===== config.mk =====
export PLATFORM = sky130hd
export DESIGN_NAME = yankee_sweeper_flat
export DESIGN_NICKNAME = d
export VERILOG_FILES = /design/src/rtl/yankee_sweeper_pkg.sv /design/src/rtl/yankee_sweeper_if.sv /design/src/rtl/yankee_sweep_stats.sv /design/src/rtl/yankee_sweeper.sv /design/src/flat_wrapper.sv
export SDC_FILE = /design/constraint.sdc
export NUM_CORES = 1
export LEC_CHECK = 0
export BUFFER_PORTS_ARGS = -buffer_cell sky130_fd_sc_hd__buf_2
export CORE_UTILIZATION = 45
export CTS_BUF_LIST = sky130_fd_sc_hd__clkbuf_8 sky130_fd_sc_hd__clkbuf_16
export CTS_CLUSTER_SIZE = 10
export DETAILED_ROUTE_END_ITERATION = 6
export PLACE_DENSITY_LB_ADDON = 0.05
export SLEW_MARGIN = 40
export SYNTH_ARGS = -nofsm -noshare
export SYNTH_HDL_FRONTEND = slang
export SYNTH_SLANG_ARGS = --single-unit
export TNS_END_PERCENT = 20

===== constraint.sdc =====
create_clock -name clock -period 5.75 [get_ports clock]
set_clock_uncertainty 0.15 [all_clocks]
set_input_delay 0.8625 -clock clock [delete_from_list [all_inputs] [get_ports clock]]
set_output_delay 0.8625 -clock clock [all_outputs]
set_load 0.01 [all_outputs]

===== src/rtl/yankee_sweeper_pkg.sv =====
`default_nettype none
// ============================================================================
// Module   : yankee_sweeper_pkg
// Purpose  : Shared widths, constants and FSM encoding for the yankee sweeper.
// Revision : 1.0 - initial release
// ============================================================================
package yankee_sweeper_pkg;

    localparam int X_W = 8;
    localparam int R_W = 16;

    // Start value for the running minimum so the first sample always wins
    localparam logic signed [R_W-1:0] MIN_INIT = 16'sh7FFF;

    typedef enum logic [1:0] {
        ST_IDLE    = 2'd0,
        ST_ISSUE   = 2'd1,
        ST_WAIT    = 2'd2,
        ST_CAPTURE = 2'd3
    } state_t;

endpackage
`default_nettype wire


===== src/rtl/yankee_sweeper_if.sv =====
`default_nettype none
// ============================================================================
// Module   : yankee_sweeper_if
// Purpose  : Start/ready/valid request bus between the sweeper (master) and
//            one yankeeSolver instance (slave).
// Revision : 1.0 - initial release
// ============================================================================
interface yankee_sweeper_if;
    import yankee_sweeper_pkg::*;

    logic                  sol_start;
    logic signed [X_W-1:0] sol_x;
    logic signed [R_W-1:0] sol_a;
    logic signed [R_W-1:0] sol_b;
    logic signed [R_W-1:0] sol_c;
    logic                  sol_ready;
    logic                  sol_valid;
    logic signed [R_W-1:0] sol_result;

    modport master (
        output sol_start, sol_x, sol_a, sol_b, sol_c,
        input  sol_ready, sol_valid, sol_result
    );

    modport slave (
        input  sol_start, sol_x, sol_a, sol_b, sol_c,
        output sol_ready, sol_valid, sol_result
    );

endinterface
`default_nettype wire


===== src/rtl/yankee_sweep_stats.sv =====
`default_nettype none
// ============================================================================
// Module   : yankee_sweep_stats
// Purpose  : Running minimum (first occurrence) and first-root detection over
//            the stream of captured solver results.
// Revision : 1.0 - initial release
// ============================================================================
module yankee_sweep_stats
    import yankee_sweeper_pkg::*;
(
    input  wire logic                  clock,
    input  wire logic                  reset,
    input  wire logic                  clear_i,
    input  wire logic                  capture_i,
    input  wire logic                  first_i,
    input  wire logic signed [X_W-1:0] x_i,
    input  wire logic signed [R_W-1:0] result_i,
    output logic signed [R_W-1:0]      min_result_o,
    output logic signed [X_W-1:0]      min_x_o,
    output logic                       root_found_o,
    output logic signed [X_W-1:0]      root_x_o
);

    logic signed [R_W-1:0] min_q;
    logic signed [X_W-1:0] min_x_q;
    logic                  root_q;
    logic signed [X_W-1:0] root_x_q;
    logic signed [R_W-1:0] prev_q;

    logic w_zero;
    logic w_flip;
    logic w_new_min;

    // Root/min qualifiers; a zero result wins regardless of the sign history
    always_comb begin
        w_zero    = (result_i == '0);
        w_flip    = !first_i && (prev_q != '0) &&
                    (result_i[R_W-1] != prev_q[R_W-1]);
        w_new_min = (result_i < min_q);
    end

    // Statistics registers, cleared on reset and on every accepted go
    always_ff @(posedge clock or posedge reset) begin
        if (reset) begin
            min_q    <= '0;
            min_x_q  <= '0;
            root_q   <= 1'b0;
            root_x_q <= '0;
            prev_q   <= '0;
        end else if (clear_i) begin
            min_q    <= MIN_INIT;
            min_x_q  <= '0;
            root_q   <= 1'b0;
            root_x_q <= '0;
            prev_q   <= '0;
        end else if (capture_i) begin
            if (w_new_min) begin
                min_q   <= result_i;
                min_x_q <= x_i;
            end
            if (!root_q && (w_zero || w_flip)) begin
                root_q   <= 1'b1;
                root_x_q <= x_i;
            end
            prev_q <= result_i;
        end
    end

    assign min_result_o = min_q;
    assign min_x_o      = min_x_q;
    assign root_found_o = root_q;
    assign root_x_o     = root_x_q;

endmodule
`default_nettype wire


===== src/rtl/yankee_sweeper.sv =====
`default_nettype none
// ============================================================================
// Module   : yankee_sweeper
// Purpose  : Walks x from x_first to x_last, issuing one yankeeSolver request
//            per x, and reports count, minimum and first root of the results.
// Revision : 1.0 - initial release
// ============================================================================
module yankee_sweeper
    import yankee_sweeper_pkg::*;
#(
    parameter int TIMEOUT = 64,
    parameter int CW      = 8
) (
    input  wire logic                  clock,
    input  wire logic                  reset,
    input  wire logic                  go,
    input  wire logic signed [X_W-1:0] x_first,
    input  wire logic signed [X_W-1:0] x_last,
    input  wire logic signed [R_W-1:0] a_in,
    input  wire logic signed [R_W-1:0] b_in,
    input  wire logic signed [R_W-1:0] c_in,
    yankee_sweeper_if.master           sol,
    output logic                       busy,
    output logic                       done,
    output logic                       error,
    output logic [8:0]                 count,
    output logic signed [R_W-1:0]      min_result,
    output logic signed [X_W-1:0]      min_x,
    output logic                       root_found,
    output logic signed [X_W-1:0]      root_x
);

    state_t state_q, state_d;

    logic signed [X_W-1:0] cur_x_q, cur_x_d;
    logic signed [X_W-1:0] last_q,  last_d;
    logic signed [R_W-1:0] a_q, a_d;
    logic signed [R_W-1:0] b_q, b_d;
    logic signed [R_W-1:0] c_q, c_d;
    logic signed [R_W-1:0] res_q, res_d;
    logic [CW-1:0]         cnt_q, cnt_d;
    logic [8:0]            count_q, count_d;
    logic                  done_q, done_d;
    logic                  err_q, err_d;

    logic w_start;
    logic w_clear;
    logic w_capture;

    // State register
    always_ff @(posedge clock or posedge reset) begin
        if (reset) begin
            state_q <= ST_IDLE;
        end else begin
            state_q <= state_d;
        end
    end

    // Next-state, datapath next values and request strobe
    always_comb begin
        state_d   = state_q;
        cur_x_d   = cur_x_q;
        last_d    = last_q;
        a_d       = a_q;
        b_d       = b_q;
        c_d       = c_q;
        res_d     = res_q;
        cnt_d     = cnt_q;
        count_d   = count_q;
        done_d    = 1'b0;
        err_d     = err_q;
        w_start   = 1'b0;
        w_clear   = 1'b0;
        w_capture = 1'b0;

        case (state_q)
            ST_IDLE: begin
                if (go) begin
                    w_clear = 1'b1;
                    count_d = '0;
                    err_d   = 1'b0;
                    if (x_last >= x_first) begin
                        a_d     = a_in;
                        b_d     = b_in;
                        c_d     = c_in;
                        cur_x_d = x_first;
                        last_d  = x_last;
                        state_d = ST_ISSUE;
                    end else begin
                        // Empty range: finish immediately with cleared stats
                        done_d = 1'b1;
                    end
                end
            end
            ST_ISSUE: begin
                if (sol.sol_ready) begin
                    w_start = 1'b1;
                    cnt_d   = '0;
                    state_d = ST_WAIT;
                end
            end
            ST_WAIT: begin
                cnt_d = cnt_q + CW'(1);
                if (sol.sol_valid) begin
                    res_d   = sol.sol_result;
                    state_d = ST_CAPTURE;
                end else if (cnt_d == CW'(TIMEOUT)) begin
                    err_d   = 1'b1;
                    done_d  = 1'b1;
                    state_d = ST_IDLE;
                end
            end
            ST_CAPTURE: begin
                w_capture = 1'b1;
                count_d   = count_q + 9'd1;
                // Compare before incrementing so x = 127 terminates cleanly
                if (cur_x_q == last_q) begin
                    done_d  = 1'b1;
                    state_d = ST_IDLE;
                end else begin
                    cur_x_d = cur_x_q + X_W'(1);
                    state_d = ST_ISSUE;
                end
            end
            default: begin
                state_d = ST_IDLE;
            end
        endcase
    end

    // Datapath registers
    always_ff @(posedge clock or posedge reset) begin
        if (reset) begin
            cur_x_q <= '0;
            last_q  <= '0;
            a_q     <= '0;
            b_q     <= '0;
            c_q     <= '0;
            res_q   <= '0;
            cnt_q   <= '0;
            count_q <= '0;
            done_q  <= 1'b0;
            err_q   <= 1'b0;
        end else begin
            cur_x_q <= cur_x_d;
            last_q  <= last_d;
            a_q     <= a_d;
            b_q     <= b_d;
            c_q     <= c_d;
            res_q   <= res_d;
            cnt_q   <= cnt_d;
            count_q <= count_d;
            done_q  <= done_d;
            err_q   <= err_d;
        end
    end

    yankee_sweep_stats u_stats (
        .clock        (clock),
        .reset        (reset),
        .clear_i      (w_clear),
        .capture_i    (w_capture),
        .first_i      (count_q == 9'd0),
        .x_i          (cur_x_q),
        .result_i     (res_q),
        .min_result_o (min_result),
        .min_x_o      (min_x),
        .root_found_o (root_found),
        .root_x_o     (root_x)
    );

    // Request operands come straight from registers, so they stay stable
    // from the start pulse until the result returns
    assign sol.sol_start = w_start;
    assign sol.sol_x     = cur_x_q;
    assign sol.sol_a     = a_q;
    assign sol.sol_b     = b_q;
    assign sol.sol_c     = c_q;

    assign busy  = (state_q != ST_IDLE);
    assign done  = done_q;
    assign error = err_q;
    assign count = count_q;

endmodule
`default_nettype wire


===== src/flat_wrapper.sv =====
// flat-port wrapper written by rule: the top's interface ports become plain ports
module yankee_sweeper_flat import yankee_sweeper_pkg::*;
#(
    parameter int TIMEOUT = 64,
    parameter int CW      = 8
)
  (clock, reset, go, x_first, x_last, a_in, b_in, c_in, busy, done, error, count, min_result, min_x, root_found, root_x, sol_sol_start, sol_sol_x, sol_sol_a, sol_sol_b, sol_sol_c, sol_sol_ready, sol_sol_valid, sol_sol_result);
  yankee_sweeper_if sol_i ();
  input  wire logic clock;
  input  wire logic reset;
  input  wire logic go;
  input  wire logic signed [X_W-1:0] x_first;
  input  wire logic signed [X_W-1:0] x_last;
  input  wire logic signed [R_W-1:0] a_in;
  input  wire logic signed [R_W-1:0] b_in;
  input  wire logic signed [R_W-1:0] c_in;
  output logic busy;
  output logic done;
  output logic error;
  output logic [8:0] count;
  output logic signed [R_W-1:0] min_result;
  output logic signed [X_W-1:0] min_x;
  output logic root_found;
  output logic signed [X_W-1:0] root_x;
  output wire logic [$bits(sol_i.sol_start)-1:0] sol_sol_start;
  output wire logic [$bits(sol_i.sol_x)-1:0] sol_sol_x;
  output wire logic [$bits(sol_i.sol_a)-1:0] sol_sol_a;
  output wire logic [$bits(sol_i.sol_b)-1:0] sol_sol_b;
  output wire logic [$bits(sol_i.sol_c)-1:0] sol_sol_c;
  input wire logic [$bits(sol_i.sol_ready)-1:0] sol_sol_ready;
  input wire logic [$bits(sol_i.sol_valid)-1:0] sol_sol_valid;
  input wire logic [$bits(sol_i.sol_result)-1:0] sol_sol_result;
  assign sol_sol_start = sol_i.sol_start;
  assign sol_sol_x = sol_i.sol_x;
  assign sol_sol_a = sol_i.sol_a;
  assign sol_sol_b = sol_i.sol_b;
  assign sol_sol_c = sol_i.sol_c;
  assign sol_i.sol_ready = sol_sol_ready;
  assign sol_i.sol_valid = sol_sol_valid;
  assign sol_i.sol_result = sol_sol_result;
  yankee_sweeper #(.TIMEOUT(TIMEOUT), .CW(CW)) u_core (.clock(clock), .reset(reset), .go(go), .x_first(x_first), .x_last(x_last), .a_in(a_in), .b_in(b_in), .c_in(c_in), .sol(sol_i), .busy(busy), .done(done), .error(error), .count(count), .min_result(min_result), .min_x(min_x), .root_found(root_found), .root_x(root_x));
endmodule

==> results of run 1 <==
==> worst max path at each step <==
stage                          end  cells past startpoint
6_report       u_core.sol.sol_c[5]                      9
5_1_grt        u_core.sol.sol_c[5]                      9
4_1_cts        u_core.sol.sol_c[5]                      9
3_5_place_dp   u_core.sol.sol_c[5]                      9
3_3_place_gp   u_core.sol.sol_c[6]                      9
2_1_floorplan      u_core.cnt_q[0]                      1
==> Yosys cell counts, types with 2 or more instances <==
cell type / count / area share [%]
ha_1: 27 / 4.8
a21o_1: 3 / 0.32
xor2_1: 8 / 1.0
a31o_2: 2 / 0.25
mux2_2: 72 / 12
buf_6: 2 / 0.32
a21oi_1: 32 / 2.3
a31oi_1: 17 / 1.5
nor4_1: 11 / 0.98
or2_2: 2 / 0.18
buf_2: 10 / 0.71
nor2_1: 15 / 0.80
nand3_1: 18 / 1.3
o31ai_1: 3 / 0.32
clkbuf_1: 14 / 0.75
and3_1: 5 / 0.45
o22ai_1: 2 / 0.18
a22oi_1: 2 / 0.21
inv_1: 39 / 2.1
o21ai_1: 3 / 0.21
mux2i_1: 13 / 1.9
nand2_1: 78 / 4.2
a211oi_1: 3 / 0.32
buf_4: 3 / 0.32
a2111oi_0: 2 / 0.25
nor2b_1: 4 / 0.36
o21ai_0: 44 / 3.1
nand4_1: 17 / 1.5
nor3_1: 3 / 0.21
nand2b_1: 3 / 0.27
a221oi_1: 2 / 0.25
dfrtp_1: 150 / 54
==> power groups by stage <==
stage	logic, mW	registers, mW	clock network (mW)
finish	1.62	1.85	1.18
CTS	1.64	1.85	1.21
global route	1.79	1.92	1.25
detailed placement	1.63	1.86	0
global placement	1.58	1.84	0
floorplan	0.966	1.90	0
==> logic make-up (layout without fill, tap and decap cells) <==
family | after synthesis | in the layout | share of synthesized area (%)
flip-flops | 150 | 150 | 53.6
multiplexers | 85 | 85 | 13.4
AO/OA/AOI/OAI | 130 | 130 | 11.2
adder cells (fa/ha/maj) | 27 | 27 | 4.82
AND/OR/NAND/NOR | 166 | 166 | 11.6
buffers and inverters | 69 | 265 | 4.25
XOR/XNOR | 9 | 9 | 1.12
==> routing by layer <==
metal | part of all wire [%] | track usage (%)
met1 | 44 | 27.2
met2 | 50 | 38.0
met3 | 4.6 | 5.53
met4 | 1.4 | 6.79
met5 | 0 | 0
==> flip-flops by register name (all words and copies together) (netlist names), 9 cells and up <==
signal                       count
u_core.count                     9
u_core.res_q                    16
u_core.sol.sol_a                16
u_core.sol.sol_b                16
u_core.sol.sol_c                16
u_core.u_stats.min_result_o     16
u_core.u_stats.prev_q           16
==> metrics by stage <==
step / cell area, µm² / hold WS [ns] / cells / power (mW)
floorplan: 7010 / 0.319 / 636 / 2.87
global placement: 8080 / 0.333 / 986 / 3.43
detailed placement: 8110 / 0.338 / 988 / 3.49
CTS: 8740 / 0.352 / 1020 / 4.69
global route: 8740 / 0.358 / 1020 / 4.96
finish: 8740 / 0.348 / 1020 / 4.64
==> cell type report <==
type | count | area (µm²) | area share, %
sequential | 150 | 3750 | 42.9
inverter | 39 | 154 | 1.76
tap | 188 | 235 | 2.69
clock inverter | 13 | 179 | 2.05
timing repair buffer | 194 | 998 | 11.4
multi-input combinational | 417 | 2970 | 34.0
clock buffer | 19 | 453 | 5.18
==> critical path: stages <==
cell and delay [ns]:
buf_2 0.07, inv_1 0.04, ha_1 0.30, a21o_1 0.18, a211oi_1 0.22, o31ai_1 0.15, o21ai_4 0.63, buf_4 0.48
mux2_2 0.39
==> metrics.txt, run 1 <==
run status finished, final reports clean; core area 0.0152 mm²; gpl congestion 0.828; Netlist cell types 59; drt via density 5.38; Synth Net Count 748; DP Worst Slack 2.11 ns; WL final 16.9 mm; clk sink count 150; Residual DRC 0; Hold Fails Final Rpt 0; FMAX 311 MHz; Worst EP arrival 3.36 ns; most common cell after layout, fill and taps aside buf_2; combinational fraction of design power 34.8%; hold crit path type register to register; worst-skew pair later-pin latency 0.42 ns; CP startpoint kind primary input; cell row count 45; Post-CTS Resized 0; Wirelength per Cell 16.6 µm; Setup Fix Bufs, Post-CTS 0; synthesized area 0.00701 mm²; syn_area_per_cell 11.0 µm²; H-tree Lvls 4; FF-to-FF path depth 8; Worst-path clk slew 0.06 ns; r2r setup slk 2.72 ns; register bit total from synthesis 150; measured slew at the worst slew-check pin 0.777 ns; post-route ant nets 0; commonest non-fill, non-tap cells in the layout buf_2, dfrtp_1, nand2_1, mux2_2, o21ai_0; Tcrit/Tclk final 55.9%; Rel. slew slack 48.1%; setup_tns 0 ns; r2r endpoint u_core.u_stats.min_result_o[0]; starting DRC count in detailed routing 250; Setup WS post-layout 2.54 ns; Layout Nets 931; Vias 5483; Period minus WS final 3.21 ns; hold buffers post-CTS 0; CTS buffer count 17; hpwl dp 11.8 mm; maximum fanout along the worst path 30; Post-synth EDFFs 0; PortBufs 186; power density over cell area 531 mW/mm²; largest net degree at the start of global routing 108; Total GRT Usage 22.0%; post-synthesis async set-or-reset flop share 100%; DIE WIDTH 127 µm; fin util 57.5%; die area 0.0161 mm²; type of the worst setup path primary input to register; Initial Utilization 46.1%; hold endpoint u_core.sol.sol_b[10]; Antenna Cells 0; grt total ovfl 0; # setup viols final 0; CTS Buffer Depth 2; Critical Path RT 5.90 ns; Leakage 4.27 nW; CTS tree built; VDD IR-drop max 0.321 mV; FILL cells 1370; layout cells sized above 1 37.4%; Worst Hold Depth 1; part of the power in registers 39.9%; RSZ-0062 raised after global routing no; internal power 2.99 mW; Synth Flop Type dfrtp_1; CTS Root Cell clkbuf_16; io pins 187; clock power share 25.4%; Layout area overhead 24.7%; Synth Warn # 0; crit end category register; Synth Instances 636; Reg2Reg Launch Point u_core.res_q[13]; CP startpoint x_first[5]; Max-Cap Viols 0; Worst Min Path Start u_core.sol.sol_b[10]; net switching power 1.66 mW; post-synthesis sequential area ratio 53.6%; pins over their slew limit 0; Die Span Y 127 µm; initial antenna violation count 0; total iterations of the first detailed-routing run 4; sw frac 35.7%; vias in the first global route 5564; first-pass GRT wire length 27.7 mm
Power figures use the tool's default switching activity.
==> run 2: changes to the inputs <==
==> constraint.sdc (replaced) <==
create_clock -name clock -period 2.6 [get_ports clock]
set_clock_uncertainty 0.15 [all_clocks]
set_input_delay 0.39 -clock clock [delete_from_list [all_inputs] [get_ports clock]]
set_output_delay 0.39 -clock clock [all_outputs]
set_load 0.01 [all_outputs]
==> run 2 against run 1 <==
Against the previous run: sequential share of layout area down 1.2 points; core utilization increased by 1.7 points; sequential power up 110%; non-clock buffer count increased by 27; via count rose by 2.4%; critical path depth stayed put; cell count is 2.6% higher; final area grew 2.9%; setup slack lost 2.4 ns; register-to-register slack worse by 2.5 ns; die area unchanged.
==> metrics.txt, run 2 (synthesized netlist as in run 1, its figures left out) <==
crit end category register; H-tree Lvls 4 (unchanged); CTS Root Cell clkbuf_16; fin util 59.2% (+1.7 points); hold crit path type primary input to register; Layout Nets 958 (+2.9%); gpl congestion 0.772 (-6.7%); most common cell after layout, fill and taps aside buf_2; maximum fanout along the worst path 16 (-47%); Period minus WS final 2.42 ns; Storage cell area 0.00375 mm² (unchanged); Worst-path clk slew 0.06 ns (about the same); starting DRC count in detailed routing 359 (+44%); Setup WS post-layout 0.177 ns (-2.36 ns); measured slew at the worst slew-check pin 0.485 ns (-0.292 ns); post-route ant nets 0 (unchanged); Vias 5612 (+2.4%); drt via density 5.36 (-0.29%); Initial Utilization 46.1% (unchanged); grt total ovfl 0 (unchanged); run status finished, final reports clean; PortBufs 186 (unchanged); core area 0.0152 mm² (unchanged); commonest non-fill, non-tap cells in the layout buf_2, dfrtp_1, nand2_1, mux2_2, o21ai_0; cell row count 45 (unchanged); Max-Cap Viols 0 (unchanged); die area 0.0161 mm² (unchanged); internal power 6.81 mW (+130%); VDD IR-drop max 0.542 mV (+69%); Critical Path RT 2.73 ns (-3.17 ns); Layout area overhead 28.4%; CTS Buffer Depth 2 (unchanged); net switching power 3.76 mW (+130%); type of the worst setup path register to register; vias in the first global route 5716 (+2.7%); layout cells sized above 1 39.0% (+1.6 points); Hold Fails Final Rpt 0 (unchanged); first-pass GRT wire length 28.4 mm (+2.5%); CTS tree built; io pins 187 (unchanged); total iterations of the first detailed-routing run 4 (unchanged); Crit-path slowest cell dfrtp_1; CTS buffer count 17 (unchanged); Worst EP arrival 2.55 ns (-0.81 ns); Wirelength per Cell 16.6 µm (-0.18%); CP Cell Sequence inv_1 -> ha_1 -> nand4_1 -> nor3_2 -> a31oi_1 -> and4_2 -> nor2_4 -> buf_12 -> a31oi_1; # setup viols final 0 (unchanged); RSZ-0062 raised after global routing no; Antenna Cells 0 (unchanged); combinational fraction of design power 38.0% (+3.2 points); FILL cells 1316 (-3.9%); clk sink count 150 (unchanged); Rel. slew slack 66.8% (+19 points); most used cell, CP a31oi_1; area of the multi-input gates 0.00297 mm² (about the same); DP Worst Slack 0.0564 ns (-2.05 ns); worst-skew pair later-pin latency 0.42 ns (about the same); Power Total 10.6 mW (+130%); Setup Fix Bufs, Post-CTS 0 (unchanged); FMAX 413 MHz; sw frac 35.6% (-0.058 points); part of the power in registers 37.4% (-2.5 points); hpwl dp 12.2 mm (+2.9%); largest net degree at the start of global routing 151 (+40%); Hold Worst Slack 0.0482 ns (-0.300 ns); DIE WIDTH 127 µm (unchanged); Die Span Y 127 µm (unchanged); CP startpoint kind register; clock power share 24.5% (-0.9 points); WL final 17.3 mm (+2.5%); power density over cell area 1180 mW/mm² (+120%); pins over their slew limit 0 (unchanged); Residual DRC 0 (unchanged); Total GRT Usage 22.5% (+0.49 points); Critical Path Max Stage Delay 0.36 ns (-0.27 ns); setup_tns 0 ns (unchanged); Tcrit/Tclk final 93.2%; Leakage 4.42 nW (+3.6%); initial antenna violation count 0 (unchanged)
[run 2: final timing paths]
kind,start,end,slack [ns],depth (start not counted)
worst max-delay path,u_core.u_stats.min_result_o[15],u_core.u_stats.min_result_o[4],0.18,9
worst min-delay path,a_in[1],u_core.sol.sol_a[1],0.05,2
worst max register to register,u_core.u_stats.min_result_o[15],u_core.u_stats.min_result_o[4],0.18,9
worst min register to register,u_core.sol.sol_a[7],u_core.sol.sol_a[7],0.35,1
max in group asynchronous,reset,u_core.sol.sol_b[10],1.07,5
min in group asynchronous,reset,u_core.cnt_q[2],0.44,4
[run 2: repair_timing]
action,CTS,global route
setup endpoints to repair,0,23
gates resized for setup,0,1
endpoints found under the hold margin,0,56
hold buffers,0,1
[run 2: layout make-up]
| cell class | count | share of cell area [%] |
|---|---|---|
| sequential | 150 | 41.7 |
| multi-input combinational | 417 | 33.0 |
| timing repair buffer | 221 | 14.1 |
| clock buffer | 18 | 4.88 |
| tap | 188 | 2.61 |
| clock inverter | 14 | 2.04 |
| inverter | 39 | 1.67 |
[run 2: power groups by stage]
stage	Clock, mW	Sequential [mW]	Combinational, mW
after floorplan	0	4.21	2.14
after global placement	0	3.94	3.93
after detailed placement	0	3.98	4.03
after CTS	2.65	3.96	4.05
after global routing	2.76	4.09	4.44
final	2.60	3.96	4.02
[run 2: metrics by stage]
| step | std cells | instance area [µm²] |
|---|---|---|
| finish | 1047 | 9000 |
| CTS | 1045 | 8950 |
| global route | 1047 | 9000 |
| detailed placement | 1013 | 8330 |
| floorplan | 636 | 7010 |
| global placement | 1013 | 8330 |
[run 2: critical path: cells and delay by family (launching register included)]
kind	cells	cell delay [ns]
and+or+nand+nor	4	0.94
buffers and inverters	2	0.25
AOI/OAI and AO/OA	2	0.26
adders and majority gates	1	0.32
DFF	1	0.36
[run 2: routing by layer]
metal / GRT usage (%) / routed length [µm] / share of wire [%] / vias to the layer above
li1: - / - / - / 2698
met3: 5.48 / 768 / 4.4 / 17
met1: 28.3 / 7690 / 44 / 2743
met4: 6.65 / 195 / 1.1 / 0
met5: 0 / 0 / 0 / -
met2: 38.5 / 8680 / 50 / 154
